[src/rtl/ias_pkg.sv]
// Shared IAS constants: widths, halfword fields, fetch FSM states, opcodes.
// Imported by the fetch stage and the control unit.
package ias_pkg;

  localparam int ADDR_W = 12;
  localparam int WORD_W = 40;
  localparam int OPC_W  = 8;
  localparam int HALF_W = OPC_W + ADDR_W;

  localparam int L_OPC_HI = 39;
  localparam int L_OPC_LO = 32;
  localparam int L_ADR_HI = 31;
  localparam int L_ADR_LO = 20;
  localparam int R_OPC_HI = 19;
  localparam int R_OPC_LO = 12;
  localparam int R_ADR_HI = 11;
  localparam int R_ADR_LO = 0;

  typedef enum logic {
    IDLE,
    WAIT
  } fetch_state_t;

  localparam logic [OPC_W-1:0] OP_LOAD  = 8'd1;
  localparam logic [OPC_W-1:0] OP_STORE = 8'd2;
  localparam logic [OPC_W-1:0] OP_ADD   = 8'd3;
  localparam logic [OPC_W-1:0] OP_SUB   = 8'd4;
  localparam logic [OPC_W-1:0] OP_JUMP  = 8'd5;

endpackage

[src/rtl/ias_fetch_unit_ibr.sv]
// Instruction buffer register: one 20-bit right-half instruction plus valid.
// Clear and consume both drop the valid bit; load sets it.
import ias_pkg::*;

module ias_ibr (
  input  logic              clk,
  input  logic              reset,
  input  logic              i_load,
  input  logic              i_clear,
  input  logic              i_consume,
  input  logic [HALF_W-1:0] i_data,
  output logic [HALF_W-1:0] o_data,
  output logic              o_valid
);

  logic [HALF_W-1:0] r_data;
  logic              r_valid;

  always_ff @(posedge clk or posedge reset) begin
    if (reset) begin
      r_data  <= '0;
      r_valid <= 1'b0;
    end else begin
      if (i_clear || i_consume)
        r_valid <= 1'b0;
      else if (i_load)
        r_valid <= 1'b1;
      if (i_load)
        r_data <= i_data;
    end
  end

  assign o_data  = r_data;
  assign o_valid = r_valid;

endmodule

[src/rtl/ias_fetch_unit.sv]
// IAS fetch stage: PC, IR/MAR and IBR; left halves from memory,
// right halves from the IBR (or from memory after a right-half jump).
import ias_pkg::*;

module ias_fetch_unit (
  input  logic              clk,
  input  logic              reset,
  input  logic              fetch_req,
  input  logic              jump_en,
  input  logic [ADDR_W-1:0] jump_addr,
  input  logic              jump_right,
  output logic              mem_rd,
  output logic [ADDR_W-1:0] mem_addr,
  input  logic [WORD_W-1:0] mem_rdata,
  input  logic              mem_valid,
  output logic [OPC_W-1:0]  opcode,
  output logic [ADDR_W-1:0] operand_addr,
  output logic [ADDR_W-1:0] pc,
  output logic              instr_valid,
  output logic              busy
);

  fetch_state_t      r_state;
  logic [ADDR_W-1:0] r_pc;
  logic [ADDR_W-1:0] r_mem_addr;
  logic [OPC_W-1:0]  r_opcode;
  logic [ADDR_W-1:0] r_mar;
  logic              r_mem_rd;
  logic              r_busy;
  logic              r_instr_valid;
  logic              r_right_pending;

  logic [HALF_W-1:0] w_ibr;
  logic              w_ibr_valid;
  logic              w_idle;
  logic              w_jump;
  logic              w_fetch;
  logic              w_hit;
  logic              w_miss;
  logic              w_done;
  logic              w_ibr_load;

  assign w_idle     = (r_state == IDLE);
  assign w_jump     = w_idle & jump_en;
  assign w_fetch    = w_idle & ~jump_en & fetch_req;
  assign w_hit      = w_fetch & w_ibr_valid;
  assign w_miss     = w_fetch & ~w_ibr_valid;
  assign w_done     = (r_state == WAIT) & mem_valid;
  assign w_ibr_load = w_done & ~r_right_pending;

  ias_ibr u_ibr (
    .clk       (clk),
    .reset     (reset),
    .i_load    (w_ibr_load),
    .i_clear   (w_jump),
    .i_consume (w_hit),
    .i_data    (mem_rdata[R_OPC_HI:R_ADR_LO]),
    .o_data    (w_ibr),
    .o_valid   (w_ibr_valid)
  );

  always_ff @(posedge clk or posedge reset) begin
    if (reset) begin
      r_state         <= IDLE;
      r_pc            <= '0;
      r_mem_addr      <= '0;
      r_opcode        <= '0;
      r_mar           <= '0;
      r_mem_rd        <= 1'b0;
      r_busy          <= 1'b0;
      r_instr_valid   <= 1'b0;
      r_right_pending <= 1'b0;
    end else begin
      r_instr_valid <= 1'b0;
      unique case (1'b1)
        w_jump: begin
          r_pc            <= jump_addr;
          r_right_pending <= jump_right;
        end
        w_hit: begin
          r_opcode      <= w_ibr[R_OPC_HI:R_OPC_LO];
          r_mar         <= w_ibr[R_ADR_HI:R_ADR_LO];
          r_pc          <= r_pc + ADDR_W'(1);
          r_instr_valid <= 1'b1;
        end
        w_miss: begin
          r_mem_addr <= r_pc;
          r_mem_rd   <= 1'b1;
          r_busy     <= 1'b1;
          r_state    <= WAIT;
        end
        w_done: begin
          r_mem_rd      <= 1'b0;
          r_busy        <= 1'b0;
          r_state       <= IDLE;
          r_instr_valid <= 1'b1;
          if (r_right_pending) begin
            r_opcode        <= mem_rdata[R_OPC_HI:R_OPC_LO];
            r_mar           <= mem_rdata[R_ADR_HI:R_ADR_LO];
            r_pc            <= r_pc + ADDR_W'(1);
            r_right_pending <= 1'b0;
          end else begin
            r_opcode <= mem_rdata[L_OPC_HI:L_OPC_LO];
            r_mar    <= mem_rdata[L_ADR_HI:L_ADR_LO];
          end
        end
        default: ;
      endcase
    end
  end

  assign mem_rd       = r_mem_rd;
  assign mem_addr     = r_mem_addr;
  assign opcode       = r_opcode;
  assign operand_addr = r_mar;
  assign pc           = r_pc;
  assign instr_valid  = r_instr_valid;
  assign busy         = r_busy;

endmodule

[config.mk]
export PLATFORM = sky130hd
export DESIGN_NAME = ias_fetch_unit
export DESIGN_NICKNAME = d
export VERILOG_FILES = /design/src/rtl/ias_pkg.sv /design/src/rtl/ias_fetch_unit_ibr.sv /design/src/rtl/ias_fetch_unit.sv
export SDC_FILE = /design/constraint.sdc
export NUM_CORES = 1
export LEC_CHECK = 0
export CAP_MARGIN = 30
export CORE_UTILIZATION = 46
export DETAILED_ROUTE_END_ITERATION = 10
export PLACE_DENSITY = 0.81
export SLEW_MARGIN = 20
export SYNTH_ARGS = -nofsm -noshare
export SYNTH_HDL_FRONTEND = slang
export SYNTH_SLANG_ARGS = --single-unit
[constraint.sdc]
create_clock -name clk -period 2.8 [get_ports clk]
set_clock_uncertainty 0.05 [all_clocks]
set_input_delay 0.84 -clock clk [delete_from_list [all_inputs] [get_ports clk]]
set_output_delay 0.84 -clock clk [all_outputs]
set_load 0.005 [all_outputs]
# Word level (Yosys, flattened, before mapping)
# Index checks and enable logic that the tools add are counted.
dict set report word_totals {
  regBits 68
  in_bits 58
}
dict set report classes {
  addsub 1
  eq_ne 1
  muxes 11
  n_bitwise 11
  reduce_logical 8
}
# operator count
set ops {}
lappend ops {{12-bit case mux with 3 select lines} 1}
lappend ops {{12-bit two-way mux} 2}
lappend ops {{12-bit case mux with 2 select lines} 1}
lappend ops {{8-bit case mux with 2 select lines} 1}
lappend ops {{12-bit by 1-bit adder with 12-bit output (second input constant)} 1}
lappend ops {{8-bit two-way mux} 1}
lappend ops {{2-bit nonzero test} 4}
lappend ops {{1-bit AND} 7}
lappend ops {{1-bit NOT} 4}
lappend ops {{1-bit case mux with 2 select lines} 2}
lappend ops {{1-bit two-way mux} 3}
lappend ops {{3-bit nonzero test} 1}
lappend ops {{2-bit != test (second input constant)} 1}
lappend ops {{2-bit AND reduction} 1}
lappend ops {{2-bit OR reduction} 1}
lappend ops {{1-bit logical OR} 1}

# Logic depth before layout (Yosys ltp)
# Gate-level depths: netlist (run 1).
dict set report logic_depth {
  ltp_word 6
  mapped_depth 8
}

# Modules after synthesis
# Synthesis (run 1) repeated with hierarchy kept, for this count alone.
dict set report hier_totals {
  hier_cells 311
  area_unflattened_um2 3464.6
}
# module instances cells_per_inst area_per_inst_um2
set by_module_without_submodules {}
lappend by_module_without_submodules {ias_fetch_unit 1 265 2602.5}
lappend by_module_without_submodules {ias_ibr 1 46 862.1}

# Worst setup path before layout (run 1)
# No wires, ideal clock.
dict set report synth_timing {
  kind {input-to-reg}
  start {input mem_valid}
  end {register r_pc[4] (netlist: pc[4])}
  setup_time_ns 0.131
  arrival_ns 1.754
  required_ns 2.619
  setup_slack_ns 0.865
  stages 8
  path_cell_list {and2_1 > buf_2 > nor2_4 > buf_6 > inv_4 > buf_6 > o22ai_1 > a22oi_1}
}
dict set report synth_via {
  elab_chain_cells 3
  word_cells_on_any_way 5
  classes_between {eq/ne: 1; mux: 1; bitwise: 1; reduce/logical: 2}
}
# item line_no
set synth_lines {}
lappend synth_lines {{from (decl)} ias_fetch_unit.sv:15} ;# input logic mem_valid,
lappend synth_lines {{1-bit AND *} ias_fetch_unit.sv:48} ;# assign w_done = (r_state == WAIT) & mem_valid;
lappend synth_lines {{2-bit != test (no line) / 3-bit nonzero test (equally long branches)} --}
lappend synth_lines {{2-bit AND reduction (no line)} --}
lappend synth_lines {{to (signal assigned)} ias_fetch_unit.sv:77} ;# r_pc <= jump_addr;
lappend synth_lines {{to (signal assigned)} ias_fetch_unit.sv:83} ;# r_pc <= r_pc + ADDR_W'(1);
lappend synth_lines {{to (signal assigned)} ias_fetch_unit.sv:100} ;# r_pc <= r_pc + ADDR_W'(1);
lappend synth_lines {{to (decl)} ias_fetch_unit.sv:24} ;# logic [ADDR_W-1:0] r_pc;
# Mark *: on every way between the ends. The rest lies on a longest branch, timed or not.
# A chain may end at the register's enable or synchronous reset.

==> impl_metrics.tcl, run 1 <==
set metrics [dict create \
    dp_hpwl_um 5640 \
    period_minus_slack_ns 2.44 \
    hold_depth 2 \
    path_cells "clkdlybuf4s50_1" \
    ant_nets 0 \
    cp_top_family "flip-flops" \
    maxCapViolCount 0 \
    first_global_vias 2645 \
    cts_resized 0 \
    num_antenna_cells 0 \
    ys_seq_area_frac 0.520 \
    num_rows 30 \
    die_h_um 86.3 \
    io_pins 105 \
    slew-limit-headroom 0.704 \
    crit_slowest_cell "dfrtp_1" \
    hold_class "reg -> reg" \
    cp_max_fo 14 \
    ir_worst_vdd_v 0.000464 \
    rsz0062_at_grt "no" \
    ys_types 38 \
    arrival_ns 1.55 \
    finalCritPeriodShare 0.870 \
    worstMarginPinSlew_ns 0.444 \
    synthCells 309 \
    initial_core_util 0.479 \
    leakage_nw 1.93 \
    synth_ff_type "dfrtp_1" \
    async_flop_share 1.00 \
    cp-start-kind "register" \
    drt-total-wl_um 7710 \
    finalMaxSlewViolations 0 \
    fmax_mhz 410 \
    cp_slowest_stage_delay_ns 0.62 \
    drc 0 \
    syn_to_final_growth_pct 41.4 \
    cts_root_buffer "clkbuf_8" \
    cts_tree "yes" \
    grt_max_degree 41 \
    worstPathRequired_ns 1.91 \
    synth_nets 368 \
    final.setup.tns_ns 0 \
    run_status "complete, no violations" \
    final_nets 472 \
    overflow 0 \
    cts_buffer_depth 2 \
    synthesis.area_um2 3270 \
    gp_congestion 0.961 \
    power_mw 4.11 \
    finalHoldViolations 0 \
    ys_ff_latch 68 \
    numPortBuffers 104 \
    ys_warn_count 0 \
    dpl_worst_slack_ns 0.211 \
    final_cells 513 \
    grt_pass1_wl_um 12900 \
    drtIter0Drc 75 \
    worstSetupPathType "reg -> out" \
    critPathCaptureType "primary output" \
    antenna_found_initial 0 \
    routed-via-count 2735 \
    viasPerCell 5.33 \
    final.setup.worst_slack_ns 0.363 \
    setup_viol 0 \
    cts-hold-fix-buffers 0 \
    wire_per_inst_um 15.0 \
    dp_cells 498 \
    core_um2 6830 \
    gr-usage-all-layers 0.228 \
    post_route_cells_drive_above_1_share 0.146 \
    r2r_cells 5 \
    clk_latency_ns 0.34 \
    crit_cells 1 \
    post-cts-setup-buffer-count 0 \
    power_density_nw_per_um2 889 \
    cp_num_buf_inv 1 \
    dieArea_um2 7450 \
    detail_route.first_pass.iterations 4 \
    cts_buffers 9 \
    die_w_um 86.3 \
    synth_edf_count 0 \
    syn_avg_cell_area_um2 10.6 \
    htree_levels 3 \
    clkTransAtPathRegs_ns 0.07 \
    cts_sinks 68 \
]
==> cells in the mapped netlist (2+ instances only) <==
cell	instances	area (um^2)
buf_2	10	50.1
a22oi_1	2	15.0
a2bb2oi_1	2	17.5
dfrtp_1	68	1700
o22ai_1	6	37.5
nor2_1	25	93.8
mux2i_1	25	250
clkbuf_1	8	30.0
nand4_1	3	18.8
inv_1	6	22.5
o21ai_0	29	145
mux2_2	32	360
nand2b_1	2	12.5
nor3_1	4	20.0
a21oi_1	31	155
buf_6	2	22.5
nand3_1	6	30.0
nand2_1	28	105
==> flip-flops by register name, summed over array words and instances (netlist names) <==
name             count
u_ibr.o_data        20
mem_addr            12
operand_addr        12
pc                  12
opcode               8
busy                 1
instr_valid          1
r_right_pending      1
u_ibr.o_valid        1
==> cells in the final DEF (no fill, tap or decap), types with 2 or more instances in the layout <==
cell,instances
clkbuf_1,2
nand3_1,6
buf_4,8
buf_12,2
clkdlybuf4s50_1,104
o22ai_1,6
dfrtp_1,68
clkbuf_8,12
mux2i_1,25
nand2b_1,2
o21ai_0,29
a22oi_1,2
nor2_1,25
a21oi_1,31
a2bb2oi_1,2
nor3_1,4
mux2_2,32
inv_1,5
nand4_1,3
nand2_1,28
==> metal layers <==
metal  vias to the layer above  wire length, um  part of all wire  track usage
met1                      1298             3200              0.41        0.293
li1                       1308                -                 -            -
met4                         0              206             0.027        0.114
met2                       111             3870              0.50        0.372
met3                        18              443             0.057       0.0448
met5                         -                0                 0            0
==> area by class of cell <==
type	instances	area [um^2]
Tap cell	96	120
Fill cell	567	2210
Clock buffer	14	173
Sequential cell	68	1700
Multi-Input combinational cell	213	1430
Inverter	7	28.8
Clock inverter	1	30.0
Timing Repair Buffer	114	1140
==> path summary, 6_finish.rpt <==
kind / startpoint / to / slack [ns]
max in group asynchronous: reset / pc[2] / 1.48
setup / recovery: busy / mem_rd / 0.36
min in group asynchronous: reset / operand_addr[9] / 0.73
hold / removal: opcode[2] / opcode[2] / 0.44
setup reg to reg: busy / pc[5] / 1.02
hold reg to reg: opcode[2] / opcode[2] / 0.44
==> metrics by stage <==
stage / cell area [um^2] / utilization / hold WS (ns)
final: 4630 / 0.677 / 0.439
after global routing: 4630 / 0.677 / 0.465
after CTS: 4630 / 0.677 / 0.439
after detailed placement: 4420 / 0.647 / 0.424
after global placement: 4420 / 0.647 / 0.414
after floorplan: 3270 / - / 0.423
==> power breakdown <==
group	switching [mW]	internal (mW)	leakage, nW
logic	0.554	0.978	1.02
registers	0.335	1.42	0.811
clock network	0.345	0.481	0.103
total	1.23	2.88	1.93
==> cell families (layout without fill, tap and decap cells) <==
| logic type | count (synthesis) | count (layout) | synth area share |
|---|---|---|---|
| AOI/OAI and AO/OA | 78 | 78 | 0.133 |
| and+or+nand+nor | 77 | 77 | 0.114 |
| DFF | 68 | 68 | 0.520 |
| muxes | 57 | 57 | 0.187 |
| buffers and inverters | 28 | 136 | 0.0424 |
| adders and majority gates | 1 | 1 | 0.00382 |
(Power assumes the default switching activity.)
==> run 2, diff against run 1 <==
CORE_UTILIZATION = 48   (was 46)
CTS_BUF_LIST = sky130_fd_sc_hd__clkbuf_2 sky130_fd_sc_hd__clkbuf_4 sky130_fd_sc_hd__clkbuf_8   (was unset)
PLACE_DENSITY = 0.88   (was 0.81)
==> impl_metrics.tcl, run 2 (synthesized netlist as in run 1, its figures left out) <==
set metrics [dict create \
    run_status "finished, violations left" \
    failed_checks "design-rule violations" \
    cp_slowest_stage_delay_ns 0.62 \
    drc 6 \
    cts_tree "yes" \
    setup_viol 0 \
    first_global_vias 2728 \
    finalHoldViolations 0 \
    num_antenna_cells 0 \
    final_common_cell "clkdlybuf4s50_1" \
    post-cts-setup-buffer-count 0 \
    io_pins 105 \
    num_rows 29 \
    final.setup.tns_ns 0 \
    worstSetupPathType "reg -> out" \
    arrival_ns 1.53 \
    ir_worst_vdd_v 0.000402 \
    cp_top_family "flip-flops" \
    p_clk_frac 0.186 \
    overflow 0 \
    route.met2.wl_um 3910 \
    clk_latency_ns 0.33 \
    dr_wl_met3_um 339 \
    finalCritPeriodShare 0.865 \
    drtIter0Drc 114 \
    cts_root_buffer "clkbuf_8" \
    drt-total-wl_um 7760 \
    r2r_end "opcode[1]" \
    dieArea_um2 7150 \
    cts-hold-fix-buffers 0 \
    p_int_mw 2.82 \
    crit_start "busy" \
    layout_common_cells "clkdlybuf4s50_1, dfrtp_1, mux2_2" \
    p_seq_frac 0.435 \
    die_h_um 84.6 \
    path_cells "clkdlybuf4s50_1" \
    antenna_found_initial 0 \
    p_sw_mw 1.23 \
    largest_reg_flops 20 \
    cp_num_buf_inv 1 \
    wire_per_inst_um 15.7 \
    maxCapViolCount 0 \
    endpoint "busy" \
    critPathCaptureType "primary output" \
    combPwrFrac 0.379 \
    routed-via-count 2670 \
    clkTransAtPathRegs_ns 0.07 \
    die_w_um 84.6 \
    worstMarginPinSlew_ns 0.574 \
    final_nets 473 \
    numPortBuffers 104 \
    core_um2 6460 \
    gr-usage-all-layers 0.231 \
    hold_class "reg -> reg" \
    grt_pass1_wl_um 12900 \
    detail_route.first_pass.iterations 7 \
    post_route_cells_drive_above_1_share 0.151 \
    dp_hpwl_um 5650 \
    power_density_nw_per_um2 886 \
    leakage_nw 1.92 \
    cp_max_fo 14 \
    multi_input_area_um2 1430 \
    cts_buffer_depth 2 \
    syn_to_final_growth_pct 39.8 \
    cts_sinks 68 \
    crit_slowest_cell "dfrtp_1" \
    grt_max_degree 69 \
    worstPathRequired_ns 1.91 \
    rsz0062_at_grt "no" \
    finalMaxSlewViolations 0 \
    period_minus_slack_ns 2.42 \
    initial_core_util 0.507 \
    cts_resized 0 \
    top_layer "met4" \
    r2r_setup_slack_ns 1.01 \
    viasPerCell 5.40 \
    fmax_mhz 413 \
    cp-start-kind "register" \
    htree_levels 3 \
    hold_slack_ns 0.435 \
    cts_buffers 9 \
    crit_cells 1 \
    r2r-start "busy" \
    r2r_cells 5 \
    fillers 483 \
    slew-limit-headroom 0.617 \
    ant_nets 0 \
    wl_met1_um 3390 \
    ff_latch_area_um2 1700 \
    gp_congestion 0.835 \
    p_sw_frac 0.303 \
]
## run 2: metrics by stage
| stage | util | power, mW | cells | setup slack [ns] | cell area [um^2] |
|---|---|---|---|---|---|
| after floorplan | - | 2.43 | 309 | 0.198 | 3270 |
| after global placement | 0.680 | 3.24 | 480 | 0.254 | 4390 |
| after detailed placement | 0.680 | 3.32 | 480 | 0.157 | 4390 |
| after CTS | 0.708 | 4.08 | 494 | 0.371 | 4570 |
| after global routing | 0.708 | 4.32 | 494 | 0.291 | 4570 |
| final | 0.708 | 4.05 | 494 | 0.378 | 4570 |
## run 2: final cells by class
class | count | share of cell area
clock buffer | 11 | 0.0304
multi-input combinational | 213 | 0.313
sequential | 68 | 0.372
clock inverter | 3 | 0.00876
inverter | 7 | 0.00629
tap | 77 | 0.0211
timing repair buffer | 115 | 0.248
## run 2: worst min-delay path by stage
stage                           from                to  slack, ns  cells after the start
floorplan                  opcode[0]         opcode[0]       0.42                      2
global placement           opcode[5]         opcode[5]       0.42                      2
detailed placement         opcode[6]         opcode[6]       0.42                      2
CTS                        opcode[6]         opcode[6]       0.44                      2
global route        operand_addr[10]  operand_addr[10]       0.47                      2
finish                     opcode[6]         opcode[6]       0.44                      2
## run 2: routing by layer
| layer | track usage | up-vias |
|---|---|---|
| met4 | 0.100 | 0 |
| met1 | 0.292 | 1283 |
| met3 | 0.0374 | 11 |
| li1 | - | 1300 |
| met2 | 0.394 | 76 |
| met5 | 0 | - |
## run 2: power groups by stage
stage	combinational [mW]	sequential (mW)	clock [mW]
finish	1.53	1.76	0.753
global route	1.68	1.82	0.813
CTS	1.55	1.76	0.767
detailed placement	1.55	1.77	0
global placement	1.49	1.74	0
floorplan	0.729	1.70	0
==> RTL edit (flow settings as in run 2) <==
Put one more register stage on the output `mem_addr`, with the module's reset. The value now appears one clock later. The other outputs are not delayed to match.
--- a/src/rtl/ias_fetch_unit.sv
+++ b/src/rtl/ias_fetch_unit.sv
@@ -111,5 +111,11 @@
 
   assign mem_rd       = r_mem_rd;
-  assign mem_addr     = r_mem_addr;
+  always_ff @(posedge clk or posedge reset) begin
+    if (reset) begin
+      mem_addr <= '0;
+    end else begin
+      mem_addr <= r_mem_addr;
+    end
+  end
   assign opcode       = r_opcode;
   assign operand_addr = r_mar;
Check against the original RTL: not equivalent (Yosys sat finds a counterexample within 4 cycles, from zero or initial values and one cycle with reset high).
==> RTL edit against run 2 <==
Area after synthesis increased by 9.1%; largest power group unchanged; wire length increased by 2.1%; sequential cell count increased by 12; count of clock-buffer cells in the layout decreased by 1; worst setup slack improved by 0.076 ns; total power increased by 13%; final area increased by 8.7%; die area increased by 8.9%; highest routed layer unchanged.
==> RTL edit: results (changes against run 2) <==
metric,value,unit,change
grt_pass1_vias,2749,,was 2728
synth.top_cells.by_area,"dfrtp_1, mux2_2, mux2i_1, o21ai_0, nand2_1",,"was dfrtp_1, mux2_2, mux2i_1, a21oi_1, o21ai_0"
yosysSeqAreaShare,56.1,%,was 52.0%
dp_slack,0.172,ns,was 0.157 ns
cts_setup_buffers,0,,unchanged
crit_fanout,12,,was 14
place_area,4740,um^2,was 4390 um^2
cp.arrival,1.46,ns,was 1.53 ns
status,"complete, no violations",,"was finished, violations left"
r2r-end,pc[2],,was opcode[1]
yosysUniqueCellTypes,39,,was 38
grt_max_degree,51,,was 69
h-tree-depth,3,,unchanged
hpwl,5.77,mm,was 5.65 mm
fin_crit,2.35,ns,was 2.42 ns
rr_worst_depth,5,,unchanged
syn-num-nets,377,,was 368
place_inst,510,,was 480
wl,7.92,mm,was 7.76 mm
ff2ff_setup_slack,0.99,ns,was 1.01 ns
globalplace.congestion,0.811,,was 0.835
fillers,594,,was 483
drt_iter0_drc,164,,was 114
endpoint,mem_rd,,was busy
cpMaxStageDelayCell,clkdlybuf4s50_1,,was dfrtp_1
yosys-top-cells-count,"dfrtp_1, nand2_1, o21ai_0",,"was dfrtp_1, mux2_2, a21oi_1"
p_leak,0.00206,uW,was 0.00192 uW
avgViaCountPerCell,5.33,,was 5.40
grtUsageTotal,22.3,%,was 23.1%
syn_avg_cell_area,11.2,um^2,was 10.6 um^2
critPathMaxStageDelay,0.58,ns,was 0.62 ns
first_pass_iters,4,,was 7
grt_pass1_wl,13.2,mm,was 12.9 mm
layout.nets,481,,was 473
drive_gt1_share,15.5,%,was 15.1%
vdd_drop_max,0.459,mV,was 0.402 mV
cpLargestDelayFamily,buffers and inverters,,was flip-flops
relSlewSlack,69.3,%,was 61.7%
hold_path_startpoint,r_mem_addr[7],,was opcode[6]
RTL edit: cell types whose count changed in the layout (fill, tap and decap cells not counted), sizes merged, moves of 2 or more:
cell,delta
a21oi,-21
a2bb2oi,+4
clkinvlp,+3
dfrtp,+12
inv,-2
nand2,+22
nand3,-2
nor2,-21
o21ai,+17
o22a,+2
o22ai,-2
or4,+2
RTL edit: power breakdown:
part           internal (uW)  leakage (uW)  switching, uW
Sequential              1680      0.000947            356
Combinational           1010       0.00101            582
Clock                    529      0.000109            421
RTL edit: cell families (layout without fill, tap and decap cells):
| logic type | count (synthesis) | in the layout | share of synthesized area, % |
|---|---|---|---|
| DFF | 80 | 80 | 56.1 |
| AOI/OAI and AO/OA | 79 | 79 | 12.9 |
| buffers and inverters | 28 | 137 | 3.61 |
| muxes | 56 | 56 | 16.8 |
| and+or+nand+nor | 74 | 74 | 10.2 |
| adders and majority gates | 1 | 1 | 0.350 |
RTL edit: layout make-up:
class                           count  area (um^2)  share of cell area [%]
Clock buffer                       10          138                    2.77
Clock inverter                      6         92.6                    1.86
Inverter                            6         26.3                   0.529
Multi-Input combinational cell    210         1440                    29.0
Sequential cell                    80         2000                    40.3
Tap cell                           99          124                    2.49
Timing Repair Buffer              115         1150                    23.1
RTL edit: worst min path at each step:
stage                        end  slack (ns)  cells past startpoint
CTS                  mem_addr[7]        0.33                      0
detailed placement   mem_addr[7]        0.31                      0
global placement     mem_addr[7]        0.31                      0
floorplan            mem_addr[0]        0.30                      0
finish               mem_addr[7]        0.33                      0
global route        mem_addr[11]        0.34                      0
RTL edit: metal layers:
layer / track usage [%] / share of wire [%] / vias up
met5: 0 / 0 / -
met4: 8.36 / 1.8 / 0
met3: 4.48 / 6.6 / 16
met2: 38.5 / 52 / 100
met1: 27.9 / 40 / 1348
li1: - / - / 1337
